`src/rtl/oai_slice_result_collector.sv`:
```
// oai_slice_result_collector
// Captures 41-bit result words from the INV/OAI222 gate slice into a small
// synchronous FIFO with a valid/ready handshake. It also counts how many
// accepted words differ from the previously accepted word.
//
// Ports:
//   clk, rst          clock and synchronous active-high reset
//   res_in, in_valid  upstream word and its valid flag
//   in_ready          FIFO not full; derived from registered occupancy only
//   out_data          head word; 0 while empty
//   out_valid         FIFO not empty
//   out_ready         consumer accepts out_data
//   fill              current occupancy, 0..DEPTH
//   clr_stats         synchronous clear of the change counter (and par_err)
//   change_cnt        saturating count of accepted words that differ from the prior one
//
// Optional feature (macro RESULT_PARITY_EN):
//   out_par           stored even parity of the head entry; 0 while empty
//   par_err           sticky flag; set when a popped word fails its parity check
module oai_slice_result_collector #(
    parameter int unsigned WIDTH = 41,
    parameter int unsigned DEPTH = 4,
    parameter int unsigned CNT_W = 16
) (
    input  logic                     clk,
    input  logic                     rst,
    input  logic [WIDTH-1:0]         res_in,
    input  logic                     in_valid,
    output logic                     in_ready,
    output logic [WIDTH-1:0]         out_data,
    output logic                     out_valid,
    input  logic                     out_ready,
    output logic [$clog2(DEPTH):0]   fill,
    input  logic                     clr_stats,
`ifdef RESULT_PARITY_EN
    output logic                     out_par,
    output logic                     par_err,
`endif
    output logic [CNT_W-1:0]         change_cnt
);

    localparam int unsigned PTR_W  = $clog2(DEPTH);
    localparam int unsigned FILL_W = PTR_W + 1;

    logic [WIDTH-1:0]  mem [DEPTH];
    logic [PTR_W-1:0]  wr_ptr;
    logic [PTR_W-1:0]  rd_ptr;
    logic [FILL_W-1:0] fill_q;
    logic [WIDTH-1:0]  last_word;
    logic              push;
    logic              pop;

    // Handshake decode; in_ready gates push, so X on in_valid while full is harmless
    always_comb begin
        in_ready  = (fill_q != FILL_W'(DEPTH));
        out_valid = (fill_q != FILL_W'(0));
        push      = in_valid & in_ready;
        pop       = out_valid & out_ready;
        out_data  = out_valid ? mem[rd_ptr] : '0;
        fill      = fill_q;
    end

    // Storage array; contents are not reset, occupancy tracking hides stale entries
    always_ff @(posedge clk) begin
        if (!rst && push) begin
            mem[wr_ptr] <= res_in;
        end
    end

    // Pointers and occupancy; pointers wrap naturally since DEPTH is a power of two
    always_ff @(posedge clk) begin
        if (rst) begin
            wr_ptr <= '0;
            rd_ptr <= '0;
            fill_q <= '0;
        end else begin
            if (push) wr_ptr <= wr_ptr + PTR_W'(1);
            if (pop)  rd_ptr <= rd_ptr + PTR_W'(1);
            case ({push, pop})
                2'b10:   fill_q <= fill_q + FILL_W'(1);
                2'b01:   fill_q <= fill_q - FILL_W'(1);
                default: fill_q <= fill_q;
            endcase
        end
    end

    // Activity profiling: clear beats a counting push, last_word tracks every push
    always_ff @(posedge clk) begin
        if (rst) begin
            change_cnt <= '0;
            last_word  <= '0;
        end else begin
            if (clr_stats) begin
                change_cnt <= '0;
            end else if (push && (res_in != last_word) && (change_cnt != {CNT_W{1'b1}})) begin
                change_cnt <= change_cnt + CNT_W'(1);
            end
            if (push) last_word <= res_in;
        end
    end

`ifdef RESULT_PARITY_EN
    logic par_mem [DEPTH];

    // Parity bit alongside each entry, chosen so word plus bit has even weight
    always_ff @(posedge clk) begin
        if (!rst && push) begin
            par_mem[wr_ptr] <= ^res_in;
        end
    end

    always_comb begin
        out_par = out_valid ? par_mem[rd_ptr] : 1'b0;
    end

    // Sticky error on a popped entry whose word and parity bit have odd weight
    always_ff @(posedge clk) begin
        if (rst || clr_stats) begin
            par_err <= 1'b0;
        end else if (pop && (^{out_data, out_par})) begin
            par_err <= 1'b1;
        end
    end
`endif

endmodule
```
`config.mk`:
```
export PLATFORM = sky130hd
export DESIGN_NAME = oai_slice_result_collector
export DESIGN_NICKNAME = d
export VERILOG_FILES = /design/src/rtl/oai_slice_result_collector.sv
export SDC_FILE = /design/constraint.sdc
export NUM_CORES = 1
export LEC_CHECK = 0
export CAP_MARGIN = 20
export CORE_ASPECT_RATIO = 1.5
export CORE_MARGIN = 2
export CORE_UTILIZATION = 50
export CTS_CLUSTER_DIAMETER = 150
export DETAILED_ROUTE_END_ITERATION = 6
export PLACE_DENSITY = 0.72
export SLEW_MARGIN = 20
export SYNTH_ARGS = -nofsm -noshare
export SYNTH_HDL_FRONTEND = slang
export SYNTH_SLANG_ARGS = --single-unit
```
`constraint.sdc`:
```
create_clock -name clk -period 4.7 [get_ports clk]
set_input_delay 0.47 -clock clk [delete_from_list [all_inputs] [get_ports clk]]
set_output_delay 0.47 -clock clk [all_outputs]
set_load 0.005 [all_outputs]
```
==> flow_summary.yaml, run 1 <==
global_route:
  overflow: 0
  grt_max_degree: 57
  grt_pass1_wl_um: 30200
  busiest_layer: "met2"
  use_met3_pct: 2.68
  grt_util_met2_pct: 37.7
  antenna_found_initial: 0
  grt_use_met1_pct: 22.8
  track_usage_pct: 19.9
  first_global_vias: 5710
yosys:
  syn_inst: 648
  synth_nets: 701
  synthFlopType: "edfxtp_1"
  synthTopCellsByCount: "edfxtp_1, nand2_1, dfxtp_1"
  synth-edff-count: 164
  yosys.area.top_type: "edfxtp_1"
  syn-cell-area_um2: 9360
  synth_top_area_share_pct: 52.6
  ys_async_sr_fraction_pct: 0
  syn_avg_cell_area_um2: 14.4
  seq_area_frac_synth_pct: 66.7
  yosysWarnings: 0
  yosysUniqueCellTypes: 45
  yosys_register_bits: 230
  synthTopCellsByArea: "edfxtp_1, dfxtp_1, mux4_2"
  yosysMostFrequentCell: "edfxtp_1"
worst_setup_path:
  cp_max_fo: 23
  r2r_cells: 10
  crit_path_end_kind: "output pin"
  worstSetupStartpointType: "flip-flop"
  crit_required_ns: 4.23
  crit_type: "reg2out"
  cp.arrival_ns: 2.80
place:
  portBuffers: 107
  detailed_place.area_um2: 10700
  dp_cells: 982
  gp_congestion: 0.809
  dp_hpwl_um: 12500
run_status:
  status: "completed"
clock_network:
  cts_hold_buf: 0
  insertion_delay_ns: 0.50
  cts_resized: 0
  cts_buffers: 21
  clockRootBuffer: "clkbuf_16"
  clk_pin_slew_worst_paths_ns: 0.06
  htreeDepth: 1
  post_cts.repair.setup_buffers: 0
  cts_buffer_depth: 3
  cts.sinks: 230
  cts_tree: "done"
detailed_routing:
  vias: 5606
  wire_per_inst_um: 19.2
  ant_nets: 0
  avgViaCountPerCell: 5.50
  drc_errors: 0
  drt_iter0_markers: 355
  totalWireLength_um: 19500
  dr.pass1.iters: 5
sta:
  slew_viol_final: 0
  setup_viol: 0
  fin_crit_sh_pct: 69.7
  finalCriticalPeriod_ns: 3.27
  final_hold_viol_count: 0
  rsz0062_at_grt: "false"
  max_slew.worst_pin.slew_ns: 1.05
  max_freq_ghz: 0.305
  fin_tns_setup_ns: 0
  whs_ns: 0.466
  slew_headroom_pct: 29.8
  fin_skew_ns: 0.0214
layout:
  final_util_pct: 61.1
  drive_gt1_share_pct: 12.8
  multiInputGateArea_um2: 2940
  finalNetCount: 806
  areaGrowthSynthToFinish_pct: 20.7
  stdcell_count: 1019
  n_fill_cell: 1429
  seqCellArea_um2: 6250
  design_area_um2: 11300
  antenna_cells: 0
die:
  pin_count: 108
  die_area_um2: 19800
  die_h_um: 172
  core_area_um2: 18500
  initial_utilization_pct: 50.7
  rows: 61
  fp.dieW_um: 116
power_and_ir_drop:
  leakagePower_uw: 0.00377
  p_per_area_nw_per_um2: 482
  ir_drop_mv: 0.509
worst_hold_path:
  hp-class: "reg2reg"
  worstHoldPathCells: 2
job:
  drv_cap: 0
==> cell type report <==
class	count	share of cell area, %
inverters	7	0.233
flip-flops and latches	230	55.4
repair buffers	118	10.3
clock buffers	33	5.05
well taps	252	2.79
clock inverters	4	0.222
multi-input cells	375	26.1
==> cells by family (layout without fill, tap and decap cells) <==
group | count (synthesis) | count (layout) | synth area share (%)
buffers and inverters | 43 | 162 | 2.02
muxes | 42 | 42 | 9.97
DFF | 230 | 230 | 66.7
xor gates and xnor gates | 46 | 46 | 4.31
adders and majority gates | 7 | 7 | 1.02
and+or+nand+nor | 203 | 203 | 11.1
AOI/OAI and AO/OA | 77 | 77 | 4.88
==> power by group <==
| group | leakage, µW | switching [µW] | internal (µW) | total [µW] |
|---|---|---|---|---|
| Clock | 0.000285 | 686 | 837 | 1520 |
| Combinational | 0.00145 | 617 | 859 | 1480 |
| Sequential | 0.00203 | 130 | 2320 | 2450 |
| Total | 0.00377 | 1430 | 4010 | 5440 |
==> path summary, 6_finish.rpt <==
path | slack, ns | end | from
max | 1.43 | out_data[4] | flip-flop
min | 0.47 | last_word[33] | last_word[33]
max reg2reg | 2.00 | fill[2] | fill[0]
min reg2reg | 0.47 | last_word[33] | last_word[33]
==> stage by stage <==
stage	total power [µW]	worst slack [ns]
3_3_place_gp	3960	1.57
5_1_grt	5710	1.23
6_report	5440	1.43
2_1_floorplan	3250	0.0492
3_5_place_dp	4000	1.41
4_1_cts	5510	1.34
==> sequential cells by signal, indices dropped and copies added, names as in the netlist, named ones only <==
name / flops
change_cnt: 16
fill: 3
last_word: 41
mem: 164
rd_ptr: 2
wr_ptr: 2
==> critical path, stage by stage (launching register included) <==
cell             delay [ns]
dfxtp_2                0.84
buf_12                 0.30
mux4_2                 0.52
and2_1                 0.19
clkdlybuf4s50_1        0.45
==> placed cells by master (no fill, tap or decap), types with 4 or more instances in the layout <==
| master | count |
|---|---|
| xor2_1 | 44 |
| mux4_2 | 41 |
| nor2_1 | 11 |
| buf_4 | 10 |
| inv_1 | 5 |
| clkbuf_1 | 12 |
| o31ai_1 | 6 |
| a21oi_1 | 55 |
| or3_2 | 5 |
| clkdlybuf4s50_1 | 106 |
| ha_1 | 6 |
| nand2_1 | 95 |
| nor3b_2 | 4 |
| clkbuf_16 | 21 |
| nand3_1 | 9 |
| nor4_1 | 7 |
| and2_1 | 43 |
| and3_1 | 5 |
| edfxtp_1 | 164 |
| o21ai_1 | 6 |
| nand4_1 | 6 |
| dfxtp_1 | 64 |
| or4_1 | 6 |
==> layer usage <==
metal / vias up / wire (µm)
li1: 2598 / -
met1: 2826 / 7460
met2: 148 / 10800
met3: 34 / 743
met4: 0 / 538
met5: - / 0
Note: power is estimated with default switching activity, not from simulation.
==> run 2, diff against run 1 <==
--- a/config.mk
+++ b/config.mk
@@ -11,7 +11,7 @@
 export CORE_UTILIZATION = 50
 export CTS_CLUSTER_DIAMETER = 150
 export DETAILED_ROUTE_END_ITERATION = 6
-export PLACE_DENSITY = 0.72
+export PLACE_DENSITY = 0.69
 export SLEW_MARGIN = 20
 export SYNTH_ARGS = -nofsm -noshare
 export SYNTH_HDL_FRONTEND = slang
==> constraint.sdc (replaced) <==
create_clock -name clk -period 3.18 [get_ports clk]
set_input_delay 0.318 -clock clk [delete_from_list [all_inputs] [get_ports clk]]
set_output_delay 0.318 -clock clk [all_outputs]
set_load 0.005 [all_outputs]
==> flow_summary.yaml, run 2 (synthesis results as in run 1) <==
sta:
  fin_skew_ns: 0.00707
  slew_headroom_pct: 46.5
  rsz0062_at_grt: "false"
  max_slew.worst_pin.slew_ns: 0.802
  fin_crit_sh_pct: 91.6
  setup_viol: 0
  final_hold_viol_count: 0
  finalCriticalPeriod_ns: 2.91
  slew_viol_final: 0
  setup_slack_ns: 0.266
  max_freq_ghz: 0.343
die:
  die_h_um: 172
  rows: 61
  core_area_um2: 18500
  pin_count: 108
  fp.dieW_um: 116
  initial_utilization_pct: 50.7
  die_area_um2: 19800
worst_setup_path:
  regToRegSetupSlack_ns: 0.76
  worstSetupStartpointType: "flip-flop"
  crit_required_ns: 2.86
  r2r_cells: 9
  critical_path.max_stage_delay_ns: 0.66
  critPathTopFamily: "buffers and inverters"
  crit_cells: 4
  crit_end: "out_data[39]"
  cp.arrival_ns: 2.60
  crit_path_end_kind: "output pin"
  worstPathCellList: "buf_12 -> mux4_2 -> and2_1 -> clkdlybuf4s50_1"
  cp_num_buf_inv: 2
  r2r_end: "fill[2]"
  critical_path.slowest_cell: "dfxtp_2"
  timing.rr.start: "fill[0]"
  cp_max_fo: 15
  crit_type: "reg2out"
layout:
  drive_gt1_share_pct: 14.6
  n_fill_cell: 1433
  multiInputGateArea_um2: 2970
  finalNetCount: 817
  antenna_cells: 0
  seqCellArea_um2: 6250
  regMostFlops: "mem"
  areaGrowthSynthToFinish_pct: 22.8
  largest_register_ffs: 164
  layout_common_cells: "edfxtp_1, clkdlybuf4s50_1, nand2_1"
  design_area_um2: 11500
  top_regs: "mem x164, last_word x41, change_cnt x16"
  final_common_cell: "edfxtp_1"
power_and_ir_drop:
  leakagePower_uw: 0.00389
  p_per_area_nw_per_um2: 726
  ir_drop_mv: 0.805
clock_network:
  post_cts.repair.setup_buffers: 0
  cts_tree: "done"
  cts.sinks: 230
  htreeDepth: 1
  cts_hold_buf: 0
  cts_buffers: 22
  clockRootBuffer: "clkbuf_16"
  cts_resized: 0
  cts_buffer_depth: 3
  clk_pin_slew_worst_paths_ns: 0.06
  insertion_delay_ns: 0.50
detailed_routing:
  wire_per_inst_um: 19.7
  dr.pass1.iters: 5
  ant_nets: 0
  avgViaCountPerCell: 5.37
  vias: 5545
  drt_iter0_markers: 335
  drc_errors: 0
  totalWireLength_um: 20300
place:
  detailed_place.area_um2: 10800
  portBuffers: 107
  dp_hpwl_um: 13600
  place_ws_ns: 0.366
  gp_congestion: 0.857
job:
  drv_cap: 0
run_status:
  status: "completed"
global_route:
  antenna_found_initial: 0
  overflow: 0
  grt_pass1_wl_um: 31500
  grt_max_degree: 47
  track_usage_pct: 20.8
  first_global_vias: 5875
worst_hold_path:
  hp-class: "in2reg"
## run 2: cell types whose count changed in the layout (fill, tap and decap cells not counted), moves of 2 or more
cell	previous run	this run
clkbuf_1	12	7
nor3b_4	0	4
buf_4	10	19
nor3b_2	4	0
clkinv_2	0	3
clkinv_1	2	4
clkbuf_16	21	23
## run 2: per-layer routing
| layer | up-vias | share of wire, % | global-route usage, % |
|---|---|---|---|
| li1 | 2632 | - | - |
| met1 | 2751 | 38 | 24.1 |
| met2 | 132 | 56 | 39.7 |
| met3 | 30 | 3.9 | 2.75 |
| met4 | 0 | 2.0 | 5.80 |
| met5 | - | 0 | 0 |
## run 2: worst min-delay path by stage
stage / startpoint / to / slack (ns) / cells past startpoint
after CTS: rst / wr_ptr[0] / 0.38 / 2
final: rst / wr_ptr[0] / 0.39 / 2
after floorplan: res_in[0] / mem[0][0] / 0.42 / 0
after global routing: rst / last_word[21] / 0.43 / 2
after global placement: last_word[36] / last_word[36] / 0.45 / 2
after detailed placement: last_word[39] / last_word[39] / 0.46 / 2
## run 2: power by group
group          total (µW)  switching (µW)  internal [µW]
logic                2290             971           1320
registers            3570             152           3420
clock network        2480            1050           1430
total                8350            2170           6180
## run 2: layout make-up
type	count	area share, %
multi-input combinational	375	25.8
tap	252	2.74
inverter	7	0.229
clock buffer	31	5.36
clock inverter	9	0.599
timing repair buffer	128	10.9
sequential	230	54.4
## run 2: stage by stage
step	hold slack (ns)	utilization, %	cells	setup TNS (ns)	power [µW]
after floorplan	0.417	-	648	-7.76	4810
after global placement	0.454	58.5	992	0	5940
after detailed placement	0.460	58.5	992	0	5990
after CTS	0.382	62.2	1032	0	8450
after global routing	0.433	62.2	1032	0	8740
final	0.392	62.2	1032	0	8350
